$ cat src/rtl/obi_hci_rsp_buffer.sv
`default_nettype none
// ============================================================================
// Module      : obi_hci_rsp_buffer
// Description : Tracks outstanding OBI transactions and returns HCI response
//               beats in order, with the request ID restored.
// Revision    : 1.0 - initial release
// ============================================================================
module obi_hci_rsp_buffer #(
  parameter int ADDR_W    = 32,
  parameter int DATA_W    = 32,
  parameter int ID_W      = 2,
  parameter int MAX_OUTST = 4
) (
  input  logic                      clk_i,
  input  logic                      rst_i,
  input  logic                      obi_req_i,
  output logic                      obi_gnt_o,
  input  logic [ADDR_W-1:0]         obi_addr_i,
  input  logic                      obi_we_i,
  input  logic [DATA_W/8-1:0]       obi_be_i,
  input  logic [DATA_W-1:0]         obi_wdata_i,
  input  logic [ID_W-1:0]           obi_aid_i,
  output logic                      obi_rvalid_o,
  input  logic                      obi_rready_i,
  output logic [DATA_W-1:0]         obi_rdata_o,
  output logic [ID_W-1:0]           obi_rid_o,
  output logic                      hci_req_o,
  output logic [ADDR_W-1:0]         hci_add_o,
  output logic                      hci_wen_o,
  output logic [DATA_W/8-1:0]       hci_be_o,
  output logic [DATA_W-1:0]         hci_data_o,
  input  logic                      hci_gnt_i,
  input  logic                      hci_r_valid_i,
  input  logic [DATA_W-1:0]         hci_r_data_i,
  output logic [$clog2(MAX_OUTST):0] outst_cnt_o,
  output logic                      spurious_o
);

  localparam int              c_PW  = $clog2(MAX_OUTST);
  localparam logic [c_PW:0]   c_MAX = MAX_OUTST[c_PW:0];
  localparam logic [c_PW:0]   c_ONE = 1;

  // Pointers carry one extra wrap bit so full and empty are distinguishable
  logic [c_PW:0]        r_alloc_ptr;
  logic [c_PW:0]        r_fill_ptr;
  logic [c_PW:0]        r_head_ptr;
  logic [MAX_OUTST-1:0] r_filled;
  logic                 r_spurious;
  logic [ID_W-1:0]      r_id   [MAX_OUTST];
  logic [DATA_W-1:0]    r_data [MAX_OUTST];

  logic [c_PW:0]        w_cnt;
  logic [c_PW:0]        w_pend_cnt;
  logic                 w_credit;
  logic                 w_pending;
  logic                 w_alloc;
  logic                 w_fill;
  logic                 w_pop;
  logic [c_PW-1:0]      w_alloc_idx;
  logic [c_PW-1:0]      w_fill_idx;
  logic [c_PW-1:0]      w_head_idx;

  assign w_cnt       = r_alloc_ptr - r_head_ptr;
  assign w_pend_cnt  = r_alloc_ptr - r_fill_ptr;
  assign w_credit    = (w_cnt < c_MAX);
  assign w_pending   = (w_pend_cnt != '0);
  assign w_alloc_idx = r_alloc_ptr[c_PW-1:0];
  assign w_fill_idx  = r_fill_ptr[c_PW-1:0];
  assign w_head_idx  = r_head_ptr[c_PW-1:0];

  // Full ring blocks the grant even when a pop happens in the same cycle
  assign hci_req_o   = obi_req_i & w_credit;
  assign obi_gnt_o   = hci_gnt_i & w_credit;
  assign hci_add_o   = obi_addr_i;
  assign hci_wen_o   = ~obi_we_i;
  assign hci_be_o    = obi_be_i;
  assign hci_data_o  = obi_wdata_i;

  assign w_alloc     = obi_req_i & obi_gnt_o;
  assign w_fill      = hci_r_valid_i & w_pending;
  assign w_pop       = obi_rvalid_o & obi_rready_i;

  assign obi_rvalid_o = r_filled[w_head_idx];
  assign obi_rdata_o  = r_data[w_head_idx];
  assign obi_rid_o    = r_id[w_head_idx];
  assign outst_cnt_o  = w_cnt;
  assign spurious_o   = r_spurious;

  always_ff @(posedge clk_i) begin
    if (rst_i) begin
      r_alloc_ptr <= '0;
      r_fill_ptr  <= '0;
      r_head_ptr  <= '0;
      r_filled    <= '0;
      r_spurious  <= 1'b0;
    end else begin
      if (w_alloc) begin
        r_alloc_ptr           <= r_alloc_ptr + c_ONE;
        r_filled[w_alloc_idx] <= 1'b0;
      end
      if (w_fill) begin
        r_fill_ptr           <= r_fill_ptr + c_ONE;
        r_filled[w_fill_idx] <= 1'b1;
      end
      if (w_pop) begin
        r_head_ptr           <= r_head_ptr + c_ONE;
        r_filled[w_head_idx] <= 1'b0;
      end
      if (hci_r_valid_i && !w_pending) begin
        r_spurious <= 1'b1;
      end
    end
  end

  // Payload storage is deliberately left out of reset
  always_ff @(posedge clk_i) begin
    if (w_alloc) begin
      r_id[w_alloc_idx] <= obi_aid_i;
    end
    if (w_fill) begin
      r_data[w_fill_idx] <= hci_r_data_i;
    end
  end

endmodule
`default_nettype wire

$ cat config.mk
export PLATFORM = sky130hd
export DESIGN_NAME = obi_hci_rsp_buffer
export DESIGN_NICKNAME = d
export VERILOG_FILES = /design/src/rtl/obi_hci_rsp_buffer.sv
export SDC_FILE = /design/constraint.sdc
export NUM_CORES = 1
export LEC_CHECK = 0
export CORE_UTILIZATION = 45
export DETAILED_ROUTE_END_ITERATION = 7
export PLACE_DENSITY = 0.84
export SYNTH_ARGS = -nofsm -noshare
export SYNTH_HDL_FRONTEND = slang
export SYNTH_SLANG_ARGS = --single-unit
export TNS_END_PERCENT = 30
$ cat constraint.sdc
create_clock -name clk_i -period 8.4 [get_ports clk_i]
set_input_delay 1.68 -clock clk_i [delete_from_list [all_inputs] [get_ports clk_i]]
set_output_delay 1.68 -clock clk_i [all_outputs]
set_load 0.05 [all_outputs]
# Word level (Yosys, flattened, before mapping)
# Memory sizes are Yosys's and may differ from the RTL's. A register that Yosys moved wholly into a read port is not among the register bits.
# Index checks and enable logic that the tools add are counted.
dict set report classes {
  add_sub_neg 5
  n_mul 0
  div 0
  order_cmp 7
  n_eq_ne 0
  n_shift 0
  muxes 21
  bitwise_logic 11
  n_reduce_logical 6
}
# cell n
set ops {}
lappend ops {{$mux W4} 5}
lappend ops {{$add A3 B1 Y3 const B} 3}
lappend ops {{$lt A2 B3 Y1 const B} 3}
lappend ops {{$and A4 B4 Y4} 2}
lappend ops {{$mux W1} 8}
lappend ops {{$mux W2} 4}
lappend ops {{$not A4 Y4} 2}
lappend ops {{$demux W1 S2} 3}
lappend ops {{$ge A2 B1 Y1 const B} 3}
lappend ops {{$sub A3 B3 Y3} 2}
lappend ops {{$and A1 B1 Y1} 5}
lappend ops {{$logic_and A1 B1 Y1} 4}
lappend ops {{$or A4 B4 Y4} 1}
lappend ops {{$lt A3 B3 Y1 const B} 1}
lappend ops {{$reduce_bool A3 Y1} 1}
lappend ops {{$bmux W1 S2} 1}
lappend ops {{$logic_not A1 Y1} 1}
lappend ops {{$not A1 Y1} 1}
dict set report totals {
  regBits 14
  latch_bits 0
  ram_bits 136
  mem_bits_ro 0
  input_bits 109
  out_inout_bits 110
  word_cells 57
  n_memories 2
}
# memory words word_bits rd rd_ports_with_merged_regs wr line_no
set mem_list {}
lappend mem_list {r_data 4 32 1 1 1 50} ;# logic [DATA_W-1:0] r_data [MAX_OUTST];
lappend mem_list {r_id 4 2 1 1 1 49} ;# logic [ID_W-1:0] r_id [MAX_OUTST];

# Logic depth before layout (Yosys ltp)
dict set report logic_depth {
  word_depth 13
  mapped_depth 8
  depth_no_buf 7
}

# Worst setup path before layout
# OpenSTA, ideal clock, no wires.
dict set report synth_timing {
  path_type {input to register}
  startpoint {in hci_r_valid_i}
  endpoint {mem r_data[1][0] (enable)}
  setup_ps 434
  arrival_time_ps 3338
  t_required_ps 7966
  slack_ps 4628
  cell_stages 2
  path_buffers 0
  cell_sequence {nand2_1 > a21oi_1}
}
dict set report synth_via {
  elab_chain_cells 3
}
# item line_no
set synth_lines {}
lappend synth_lines {{start, declared} 33} ;# input logic hci_r_valid_i,
lappend synth_lines {{$and A1 B1 Y1} 80} ;# assign w_fill = hci_r_valid_i & w_pending;
lappend synth_lines {{$mux W1} 120} ;# if (w_fill) begin
lappend synth_lines {{$mux W1 (implied by the code)} 121} ;# r_data[w_fill_idx] <= hci_r_data_i;
lappend synth_lines {{end, declared} 50}
# Every way passes these cells.

# Final worst setup path
dict set report layout_timing {
  startpoint {in obi_req_i}
  endpoint {out hci_req_o}
}
dict set report layout_via {
  elab_chain_cells 1
}
# item line_no
set layout_lines {}
lappend layout_lines {{start, declared} 16} ;# input logic obi_req_i,
lappend layout_lines {{$and A1 B1 Y1} 72} ;# assign hci_req_o = obi_req_i & w_credit;
lappend layout_lines {{end, declared} 27} ;# output logic hci_req_o,
# Every way passes these cells.

==> PnR_summary.wiki <==
{| class="wikitable"
! Metric !! Value
|-
| Synthesized netlist net count || between 400 and 500
|-
| Post-synthesis instance area || approximately 0.0065 sq mm
|-
| Number of standard cells in the layout, taps in and fillers out || between 500 and 600
|-
| Standard-cell row count || 43
|-
| Total global routing overflow || 0
|-
| Number of iterations in the first detailed-routing pass || 4
|-
| Count of endpoints failing setup in the final report || 0
|-
| Initial detailed-routing violation count || 163
|-
| Max_cap viols || 0
|-
| Number of nets in the finished design || 507
|-
| Post-DP HPWL || 8750 um
|-
| Post-synthesis cell type count || 34
|-
| Final critical-path required period || 4.84 ns
|-
| Quantity of gates resized following cts || 0
|-
| Post-synthesis cell count || 356
|-
| Switching pwr || 703 uW
|-
| Post-detailed-route DRC marker count || 0
|-
| Dominant cell type by area after synthesis || edfxtp_1
|-
| Register area || between 0.004 and 0.005 sq mm
|-
| Arrival time at the worst endpoint || around 3.2 ns
|-
| Longest Clk Path Bufs || 2
|-
| H-tree depth || 4
|-
| Hold crit path type || reg -> reg
|-
| Final sum of negative setup slack || 0 ns
|-
| CTS root buffer || clkbuf_16
|-
| Fraction of final layout cells with drive strength greater than 1 || between 20% and 30%
|-
| Clock slew seen by the registers of the worst setup and hold paths || 0.07 ns
|-
| Setup repair after global routing missed its margin || no
|-
| Global placement routability congestion || 0.786
|-
| Total setup buffers inserted after CTS || 0
|-
| Leading cell types by total area after synthesis || edfxtp_1, mux4_2, buf_4, dfxtp_1, ha_1
|-
| Total of fill cells in the finished design || around 1,100
|-
| Status || complete, no violations
|-
| Final core area utilization || between 50% and 60%
|-
| Worst slew slack as a fraction of its limit || between 30% and 40%
|-
| Clock sink total || about 150
|-
| Drt via density || 5.20
|-
| Largest net degree at the start of global routing || 35
|-
| IO Port Bufs || approximately 80
|-
| Final wirelength || around 13,000 um
|-
| Final setup skew || between 0.015 and 0.02 ns
|-
| Total count of max-transition violations in the final report || 0
|-
| Highest net fanout along the worst path || 3
|-
| Area after DPL || roughly 0.007 sq mm
|-
| WP data required || about 6.7 ns
|-
| Clock tree from TritonCTS || yes
|-
| Initial cell density of the core || 46.3%
|-
| Core Footprint || about 0.014 sq mm
|-
| Fmax || between 200 and 250 MHz
|-
| Part of the Yosys area used for sequential elements || around two thirds
|-
| Mapped Avg Cell Area || around 18 sq um
|-
| Boundary pin count || ~220
|-
| Area of the multi-input gates || between 0.0015 and 0.002 sq mm
|-
| Clock group share of total power || between 30% and 40%
|-
| Fraction of power consumed by sequential logic || ~41%
|-
| Number of synthesized register bits || between 150 and 200
|-
| CP Launch Type || input pin
|-
| Power density normalized to cell area || between 300 and 400 mW/mm^2
|-
| Source-to-sink clock delay at the later pin of the worst-skew pair || slightly above 0.4 ns
|-
| Fraction of post-synthesis cell area in the top cell type by area || between 60% and 70%
|-
| Die boundary width || approximately 120 um
|-
| Leakage power || around 2.5 nW
|-
| Peak supply drop || 141 uV
|-
| Initial antenna violation count || 0
|-
| Internal power of the cells || roughly 1.6 mW
|-
| Antenna viol nets, final || 0
|-
| Growth of design area from synthesis to finish || 18.4%
|-
| Global-route wire length before repair || ~19,000 um
|-
| Number of instances in the placed design || 543
|-
| Yosys warnings || 0
|-
| Kind of capture point of the worst setup path || output pin
|-
| Hold buffer count at cts || 0
|-
| Total vias in the final route || 2,989
|-
| Chip height || about 120 um
|-
| Share of the cycle needed by the critical path after routing || approximately 58%
|-
| Gr usage total || about 18%
|-
| Worst setup path class || in -> out
|-
| Post-route design area || around 0.0077 sq mm
|-
| Number of buffers inserted during clock tree synthesis || 17
|-
| Worst Max-Slew Pin Slew || 0.942 ns
|-
| Vias in the first global route || approximately 3,200
|-
| Final Hold Violating Endpoints || 0
|-
| Routed length per instance || between 20 and 25 um
|-
| Combinational power share || between 20% and 30%
|-
| Antenna cells || 0
|-
| Die Outline Area || about 0.015 sq mm
|-
| Sw Ratio || a little under a third
|}
critical path, cell delays in order:
cell	delay, ns
clkdlybuf4s50_1	0.51
and2_2	0.15
clkdlybuf4s50_1	0.82
layout make-up:
type | count | area share (%)
flip-flops and latches | 152 | 57.5
multi-input cells | 114 | 19.6
repair buffers | 87 | 11.2
clock buffers | 17 | 5.55
well taps | 180 | 2.94
clock inverters | 15 | 2.77
inverters | 10 | 0.489
synthesized netlist by cell type:
library cell  number
edfxtp_1         136
buf_4             68
mux4_2            35
dfxtp_1           16
ha_1              15
inv_1             10
nor2_1            10
a21oi_1            9
clkbuf_1           6
and2_2             5
a21boi_2           4
buf_2              4
nand2_1            4
o21a_1             4
mux2_2             3
nor2b_1            3
xnor2_1            3
a311oi_1           2
mux2_1             2
mux2i_1            2
nand2b_1           2
a21oi_4            1
a31oi_1            1
and2_0             1
and2_1             1
and3_1             1
and3_4             1
and4_2             1
buf_1              1
buf_6              1
fa_1               1
xnor2_2            1
xnor3_2            1
xor2_1             1
final timing paths:
check            startpoint       endpoint  slack, ns  cells after the start
min           r_fill_ptr[1]  r_fill_ptr[1]       0.52                      2
max reg2reg  r_alloc_ptr[0]  r_data[3][14]       5.80                      5
max               obi_req_i      hci_req_o       3.56                      3
min reg2reg   r_fill_ptr[1]  r_fill_ptr[1]       0.52                      2
sequential cells by signal (all words and copies together) (netlist names), named ones only:
register / flops
r_fill_ptr: 3
r_head_ptr: 3
r_data: 128
r_filled: 4
r_alloc_ptr: 3
r_id: 8
spurious_o: 1
layer usage:
metal,up-vias,wire length (um),GRT usage (%)
li1,1336,-,-
met1,1474,4390,18.3
met2,146,6860,31.5
met3,33,1110,6.88
met4,0,419,9.34
met5,-,0,0
cell families after synthesis:
family	synth area share (%)
AOI/OAI and AO/OA	2.47
xor gates and xnor gates	1.16
adders and majority gates	3.21
buffers and inverters	9.35
DFF	68.0
muxes	13.3
and+or+nand+nor	2.49
power by group through the flow:
stage	Clock (mW)	Sequential [mW]	Combinational [mW]
5_1_grt	0.836	0.947	0.606
6_report	0.791	0.940	0.574
2_1_floorplan	0	0.948	0.478
4_1_cts	0.806	0.942	0.582
3_5_place_dp	0	0.957	0.580
3_3_place_gp	0	0.950	0.572
stage by stage:
stage                     worst slack (ns)  hold slack, ns  power [mW]
after floorplan                       4.63           0.482        1.43
after global placement                3.58           0.494        1.52
after detailed placement              3.58           0.515        1.54
after CTS                             3.56           0.525        2.33
after global routing                  3.54           0.541        2.39
final                                 3.56           0.515        2.30
cells in the final DEF (no fill, tap or decap), types with 3 or more instances in the layout:
| cell | count |
|---|---|
| nor2b_1 | 3 |
| inv_1 | 10 |
| a21boi_2 | 4 |
| mux4_2 | 35 |
| inv_6 | 5 |
| buf_4 | 5 |
| clkbuf_16 | 17 |
| o21a_1 | 4 |
| nor2_1 | 10 |
| nand2_1 | 4 |
| bufinv_16 | 3 |
| a21oi_4 | 4 |
| clkinv_8 | 3 |
| mux2_2 | 3 |
| a21oi_1 | 6 |
| clkdlybuf4s50_1 | 82 |
| and2_2 | 5 |
| edfxtp_1 | 136 |
| ha_1 | 15 |
| dfxtp_1 | 14 |
| xnor2_1 | 3 |
Power figures use the tool's default switching activity.
